--- src/rtl/pkt_deframe_16to32.sv ---
// Deframes 16-bit FIFO packets (header + payload) into 32-bit words.
// Optional trailer checksum check: define PKT_DEFRAME_CHECKSUM_EN.
module pkt_deframe_16to32 (
  input  logic        clk,
  input  logic        rst,
  input  logic [15:0] i_fifo_data,
  input  logic        i_fifo_empty,
  output logic        o_fifo_rd_en,
  output logic [31:0] o_data,
  output logic        o_valid,
  input  logic        i_stall,
  output logic [7:0]  o_tag,
  output logic        o_first,
  output logic        o_last,
  output logic        o_err_len,
  output logic        o_err_sum
);

  localparam logic [1:0] S_HDR = 2'd0;
  localparam logic [1:0] S_LO  = 2'd1;
  localparam logic [1:0] S_HI  = 2'd2;
  localparam logic [1:0] S_SUM = 2'd3;

`ifdef PKT_DEFRAME_CHECKSUM_EN
  localparam logic [1:0] S_END = S_SUM;
`else
  localparam logic [1:0] S_END = S_HDR;
`endif

  logic [1:0]  state_q;
  logic [7:0]  rem_q;
  logic [7:0]  tag_q;
  logic [15:0] lo_q;
  logic        first_q;
  logic        last_pl;
  logic        load_pending;
  logic        pop;
  logic        ld;
  logic [31:0] ld_data;
  logic        ld_first;
  logic        ld_last;

`ifdef PKT_DEFRAME_CHECKSUM_EN
  logic [15:0] xor_q;
  logic [31:0] hold_data_q;
  logic        hold_first_q;
  logic        ld_err;
  logic        err_q;
`endif

  assign last_pl = (rem_q == 8'd1);

  // The last word waits for the trailer so its error flag travels with it
`ifdef PKT_DEFRAME_CHECKSUM_EN
  assign load_pending = (state_q == S_SUM) ||
                        ((state_q == S_HI) && !last_pl);
`else
  assign load_pending = (state_q == S_HI) ||
                        ((state_q == S_LO) && last_pl);
`endif

  assign pop = !rst && !i_fifo_empty &&
               !(o_valid && i_stall && load_pending);
  assign o_fifo_rd_en = pop;

  always_comb begin
    ld       = 1'b0;
    ld_data  = '0;
    ld_first = first_q;
    ld_last  = 1'b0;
`ifdef PKT_DEFRAME_CHECKSUM_EN
    ld_err   = 1'b0;
`endif
    if (pop) begin
      unique case (state_q)
        S_LO: begin
          ld_data = {16'h0, i_fifo_data};
          ld_last = last_pl;
`ifndef PKT_DEFRAME_CHECKSUM_EN
          ld      = last_pl;
`endif
        end
        S_HI: begin
          ld_data = {i_fifo_data, lo_q};
          ld_last = last_pl;
`ifdef PKT_DEFRAME_CHECKSUM_EN
          ld      = !last_pl;
`else
          ld      = 1'b1;
`endif
        end
`ifdef PKT_DEFRAME_CHECKSUM_EN
        S_SUM: begin
          ld       = 1'b1;
          ld_data  = hold_data_q;
          ld_first = hold_first_q;
          ld_last  = 1'b1;
          ld_err   = (i_fifo_data != xor_q);
        end
`endif
        default: ;
      endcase
    end
  end

  always_ff @(posedge clk or posedge rst) begin
    if (rst) begin
      state_q      <= S_HDR;
      rem_q        <= 8'd0;
      tag_q        <= 8'd0;
      lo_q         <= 16'd0;
      first_q      <= 1'b0;
`ifdef PKT_DEFRAME_CHECKSUM_EN
      xor_q        <= 16'd0;
      hold_data_q  <= 32'd0;
      hold_first_q <= 1'b0;
`endif
    end else if (pop) begin
      unique case (state_q)
        S_HDR: begin
          tag_q <= i_fifo_data[15:8];
          rem_q <= i_fifo_data[7:0];
          if (i_fifo_data[7:0] != 8'd0) begin
            state_q <= S_LO;
            first_q <= 1'b1;
`ifdef PKT_DEFRAME_CHECKSUM_EN
            xor_q   <= 16'd0;
`endif
          end
        end
        S_LO: begin
          lo_q  <= i_fifo_data;
          rem_q <= rem_q - 8'd1;
`ifdef PKT_DEFRAME_CHECKSUM_EN
          xor_q <= xor_q ^ i_fifo_data;
`endif
          if (last_pl) begin
            state_q <= S_END;
            first_q <= 1'b0;
`ifdef PKT_DEFRAME_CHECKSUM_EN
            hold_data_q  <= ld_data;
            hold_first_q <= first_q;
`endif
          end else begin
            state_q <= S_HI;
          end
        end
        S_HI: begin
          rem_q   <= rem_q - 8'd1;
          first_q <= 1'b0;
`ifdef PKT_DEFRAME_CHECKSUM_EN
          xor_q   <= xor_q ^ i_fifo_data;
          if (last_pl) begin
            hold_data_q  <= ld_data;
            hold_first_q <= first_q;
          end
`endif
          state_q <= last_pl ? S_END : S_LO;
        end
        default: state_q <= S_HDR;
      endcase
    end
  end

  always_ff @(posedge clk or posedge rst) begin
    if (rst) begin
      o_valid   <= 1'b0;
      o_data    <= 32'd0;
      o_tag     <= 8'd0;
      o_first   <= 1'b0;
      o_last    <= 1'b0;
      o_err_len <= 1'b0;
`ifdef PKT_DEFRAME_CHECKSUM_EN
      err_q     <= 1'b0;
`endif
    end else begin
      o_err_len <= pop && (state_q == S_HDR) &&
                   (i_fifo_data[7:0] == 8'd0);
      if (ld) begin
        o_valid <= 1'b1;
        o_data  <= ld_data;
        o_tag   <= tag_q;
        o_first <= ld_first;
        o_last  <= ld_last;
`ifdef PKT_DEFRAME_CHECKSUM_EN
        err_q   <= ld_err;
`endif
      end else if (o_valid && !i_stall) begin
        o_valid <= 1'b0;
`ifdef PKT_DEFRAME_CHECKSUM_EN
        err_q   <= 1'b0;
`endif
      end
    end
  end

`ifdef PKT_DEFRAME_CHECKSUM_EN
  assign o_err_sum = err_q;
`else
  assign o_err_sum = 1'b0;
`endif

endmodule

--- config.mk ---
export PLATFORM = sky130hd
export DESIGN_NAME = pkt_deframe_16to32
export DESIGN_NICKNAME = d
export VERILOG_FILES = /design/src/rtl/pkt_deframe_16to32.sv
export SDC_FILE = /design/constraint.sdc
export NUM_CORES = 1
export LEC_CHECK = 0
export ABC_AREA = 1
export CORE_MARGIN = 3
export CORE_UTILIZATION = 25
export CTS_CLUSTER_DIAMETER = 30
export DETAILED_ROUTE_END_ITERATION = 10
export PLACE_DENSITY = 0.46
export SYNTH_ARGS = -nofsm -noshare
export SYNTH_HDL_FRONTEND = slang
export SYNTH_SLANG_ARGS = --single-unit
--- constraint.sdc ---
create_clock -name clk -period 2.2 [get_ports clk]
set_input_delay 0.22 -clock clk [delete_from_list [all_inputs] [get_ports clk]]
set_output_delay 0.22 -clock clk [all_outputs]
set_load 0.005 [all_outputs]
; After elaboration in Yosys (flattened, before gate mapping)
; Cells that the tools add are included.
[classes]
reduce_logical = 25
eq_ne = 5
add_sub_neg = 1
muxes = 16
[op_table]
columns = operator, count
row1 = 32-bit case mux with 2 select lines, 1
row2 = 32-bit two-way mux, 1
row3 = 8-bit case mux with 2 select lines, 1
row4 = "8-bit by 1-bit equality test with 1-bit output, second input constant", 1
row5 = 1-bit logical AND, 8
row6 = 8-bit logical NOT, 1
row7 = 1-bit two-way mux, 8
row8 = 2-bit AND reduction, 4
row9 = 8-bit nonzero test, 1
row10 = "8-bit by 1-bit subtractor with 8-bit output, second input constant", 1
row11 = 2-bit case mux with 3 select lines, 1
row12 = 1-bit logical NOT, 4
row13 = 2-bit two-way mux, 2
row14 = "2-bit != test, second input constant", 2
row15 = 4-bit AND reduction, 1
row16 = 2-bit nonzero test, 2
row17 = 1-bit case mux with 3 select lines, 1
row18 = 3-bit nonzero test, 1
row19 = "2-bit by 1-bit equality test with 1-bit output, second input constant", 1
row20 = "2-bit equality test, second input constant", 1
row21 = 2-bit logical NOT, 1
row22 = 1-bit case mux with 2 select lines, 1
row23 = 2-bit OR reduction, 1
row24 = 1-bit logical OR, 1
[totals]
out_inout_bits = 46
reg_bits = 79
input_bits = 20

; Logic depth before layout (Yosys ltp)
[depth]
word_depth = 8
depth_mapped = 12
ltp_nobuf = 11

; Worst setup path after synthesis
; No wires, ideal clock.
[synth_path]
path_type = register -> register
start = reg state_q[0]
end = reg o_data[17]
stages_incl_launch_ff = 10
required_time_ns = 2.081
path_buffers = 2
arrival_ns = 1.650
slack_ns = 0.432
setup_time_ns = 0.119
synth_period_minus_slack_ns = 1.768
cell_sequence = dfrtp_1 inv_1 ha_1 clkbuf_1 inv_2 a21oi_4 nand2_4 buf_6 nand2_1 nand2_1
[synth_between]
elab_chain_len = 7
[synth_rtl]
columns = element, line_no
row1 = from (decl), 30  ; logic [1:0] state_q;
row2 = from (signal assigned), 158  ; state_q <= last_pl ? S_END : S_LO;
row3 = 2-bit by 1-bit equality test with 1-bit output, "59, 75"
row4 = 1-bit logical AND, 59  ; ((state_q == S_LO) && last_pl);
row5 = 1-bit logical OR, 58  ; assign load_pending = (state_q == S_HI) ||
row6 = 1-bit logical AND, 63  ; !(o_valid && i_stall && load_pending);
row7 = 1-bit logical NOT, 63
row8 = 1-bit logical AND, 62  ; assign pop = !rst && !i_fifo_empty &&
row9 = 32-bit two-way mux or 1-bit two-way mux (tied branches), 74  ; if (pop) begin
row10 = to (signal assigned), 181  ; o_data <= ld_data;
row11 = to (decl), 9  ; output logic [31:0] o_data,
; Several ways; a longest one is shown, not always the timed one.
; A chain may end at the register's enable or synchronous reset.

; Final worst setup path
[layout_path]
start = reg rem_q[1]
end = out o_fifo_rd_en
[layout_between]
elab_chain_len = 6
[layout_rtl]
columns = element, line_no
row1 = from (decl), 31  ; logic [7:0] rem_q;
row2 = from (signal assigned), 122  ; rem_q <= i_fifo_data[7:0];
row3 = from (signal assigned), 133  ; rem_q <= rem_q - 8'd1;
row4 = from (signal assigned), 149  ; rem_q <= rem_q - 8'd1;
row5 = 8-bit by 1-bit equality test with 1-bit output, 51  ; assign last_pl = (rem_q == 8'd1);
row6 = 1-bit logical AND, 59
row7 = 1-bit logical OR, 58
row8 = 1-bit logical AND, 63
row9 = 1-bit logical NOT, 63
row10 = 1-bit logical AND, 62
row11 = to (decl), 8  ; output logic o_fifo_rd_en,
; No other way between the ends.

==> metrics.txt <==
outcome complete, no violations; clk_skew 7.738 ps; Final ANT Viol Nets 0; nets@finish 554; First DRT Iteration DRCs 205; Hold Fails Final Rpt 0; Final Setup Violations 0; IO Port Bufs 64; clk_lat worst skew 350 ps; worst min path class in -> async; commonest cells after routing, fill and taps aside nand2_1 (157), dfrtp_1 (79), clkdlybuf4s50_1 (63); post-synthesis cell count 458; Clock transition at path regs 60 ps; DP Wirelength 7.145 mm; mux share of post-synthesis cell area 0%; setup TNS 0 ps; placed instance count 700; Final Instance Count excl. Fillers 717; largest family of logic cells by synthesized area simple AND/OR/NAND/NOR gates; Seq pwr share 35.3%; Peak Freq 0.4979 GHz; mean post-synth cell area 8.250 um2; core box area 14640 um2; # diodes 0; hold slack 365.3 ps; Pleak 2.378 nW; Yosys cell types 25; commonest non-fill, non-tap cell in the layout nand2_1; via count 3196; Post-Synth Simple-Gate Area 28.38%; yosys warns 0; H-tree depth 3; Clock power frac 25.2%; pin count of the biggest net entering global routing 80; Post-CTS Hold Buffers 0; Routed WL 10.39 mm; Power Density 1310 nW/um2; Initial Util 25.80%; CP Max Fanout 5; drt pass-1 iters 4; vias in the first global route 3211; Tot Pwr 6.544 mW; num rows 44; Critical Path Sink Type output port; FF+latch count, synth 79; Arr. time, crit path 1790 ps; worst slew pin tran 604.4 ps; GP Congestion 0.9038; critical path class reg -> out; clk sinks 79; Overflow after GRT 0; first-pass GRT wire length 17.33 mm; Psw 2.419 mW; syn_nets 484; logic gate share of total power 39.5%; Avg WL per Cell 14.49 um; Post-Synth Adder-Cell Area 1.987%; RSZ-0062 raised after global routing false; Post-Syn Area 3779 um2; Power Internal 4.125 mW; R2R depth 13; Area growth, synth to finish 32.15%; CTS tree built; Net Sw Frac 36.97%; crit share post-route 91.29%; Tmin final 2008 ps; gr usage total 13.31%; drt drc 0; Req. time, crit path 1980 ps; layout cells sized above 1 10.13%; Die H 128.9 um; Longest Clk Path Bufs 2; Max Cap Violations 0; max-slew violations 0; Die X 128.9 um; worst vdd ir 0.5005 mV; CP startpoint kind register; # IOs 66; CTS root buf clkbuf_16; xor and xnor fraction of the mapped netlist area 0%; vias per cell 4.457; sequential-to-total area share from yosys stat 52.32%; slew margin rel. 59.61%; initial antenna violation count 0; Die ar. 16630 um2; CTS buffer count 9; Synth Area in Compound Gates 9.106%
layer usage:
| metal | track usage, % | up-vias | part of all wire (%) |
|---|---|---|---|
| li1 | - | 1615 | - |
| met2 | 18.69 | 82 | 42 |
| met3 | 3.944 | 7 | 5.9 |
| met5 | 0 | - | 0 |
| met4 | 3.521 | 0 | 1.1 |
| met1 | 19.87 | 1492 | 51 |
cells by family (layout without fill, tap and decap cells):
kind of cell    count (synthesis)  after routing
compound gates                 63             63
fa+ha+maj                       6              6
buf+inv                        65            140
flops                          79             79
other cells                     1              1
simple gates                  244            244
flip-flops by register name (all words and copies together), names as in the netlist:
name and flops:
o_tag 8, o_data 32, o_err_len 1, first_q 1, o_last 1, lo_q 16
rem_q 8, tag_q 8, o_valid 1, o_first 1, state_q 2
cell usage after synthesis:
| master | count | area (um2) |
|---|---|---|
| nand2_1 | 157 | 589.3 |
| dfrtp_1 | 79 | 1977 |
| o21ai_0 | 50 | 250.2 |
| nand3_1 | 37 | 185.2 |
| inv_1 | 36 | 135.1 |
| nand4_1 | 20 | 125.1 |
| nor2_1 | 18 | 67.56 |
| buf_4 | 7 | 52.55 |
| clkbuf_1 | 7 | 26.28 |
| ha_1 | 6 | 75.07 |
| inv_2 | 6 | 22.52 |
| o21ai_1 | 6 | 30.03 |
| o22ai_1 | 5 | 31.28 |
| buf_2 | 4 | 20.02 |
| buf_6 | 4 | 45.04 |
| nand2_2 | 3 | 18.77 |
| nand2_4 | 3 | 33.78 |
| a21oi_4 | 2 | 32.53 |
| nor2_2 | 2 | 12.51 |
| clkbuf_2 | 1 | 5.000 |
| conb_1 | 1 | 3.750 |
| nand3_4 | 1 | 17.52 |
| nor2_4 | 1 | 11.26 |
| nor3_1 | 1 | 5.000 |
| nor4_1 | 1 | 6.260 |
power groups by stage:
stage	Clock (mW)	Sequential (mW)	Combinational (mW)
2_1_floorplan	0	2.29	1.50
3_3_place_gp	0	2.32	2.56
3_5_place_dp	0	2.32	2.58
4_1_cts	1.67	2.32	2.61
5_1_grt	1.75	2.38	2.95
6_report	1.65	2.31	2.58
path summary, 6_finish.rpt:
| check | start | slack (ps) | end |
|---|---|---|---|
| setup / recovery | rem_q[1]$_DFFE_PP0P_ | 190 | o_fifo_rd_en |
| hold / removal | rst | 370 | o_data[25]$_DFFE_PP0P_ |
| setup reg to reg | rem_q[1]$_DFFE_PP0P_ | 250 | rem_q[0]$_DFFE_PP0P_ |
| hold reg to reg | o_data[2]$_DFFE_PP0P_ | 470 | o_data[2]$_DFFE_PP0P_ |
| max in group asynchronous | rst | 1500 | o_data[18]$_DFFE_PP0P_ |
| min in group clk | o_data[2]$_DFFE_PP0P_ | 470 | o_data[2]$_DFFE_PP0P_ |
stage by stage:
stage               utilization, %  cell area, um2  setup slack (ps)
floorplan                        -            3782             431.6
global placement             31.72            4644             2.929
detailed placement           31.72            4644            -91.43
CTS                          34.02            4982             168.8
global route                 34.10            4994             22.45
finish                       34.10            4994             191.6
worst max-delay path, stage by stage (launching register included):
cell and delay (ps):
dfrtp_1 360, inv_1 120, ha_1 200, nand2_1 80
nor2_2 130, nand3_4 110, nand2_4 100, a21oi_4 70
dlygate4sd2_1 260
cell type report:
cell class,instances,area [um2]
Fill cell,1558,9651
Clock buffer,11,242.7
Sequential cell,79,1977
Clock inverter,5,81.33
Tap cell,184,230.2
Inverter,42,161.4
Timing Repair Buffer,82,787.0
Multi-Input combinational cell,314,1514
what timing repair did:
item,in CTS,in global routing
gates resized for setup,3,2
endpoints found under the setup margin,12,50
buffers inserted,1,0
pin swaps,1,0
Power figures use the tool's default switching activity.
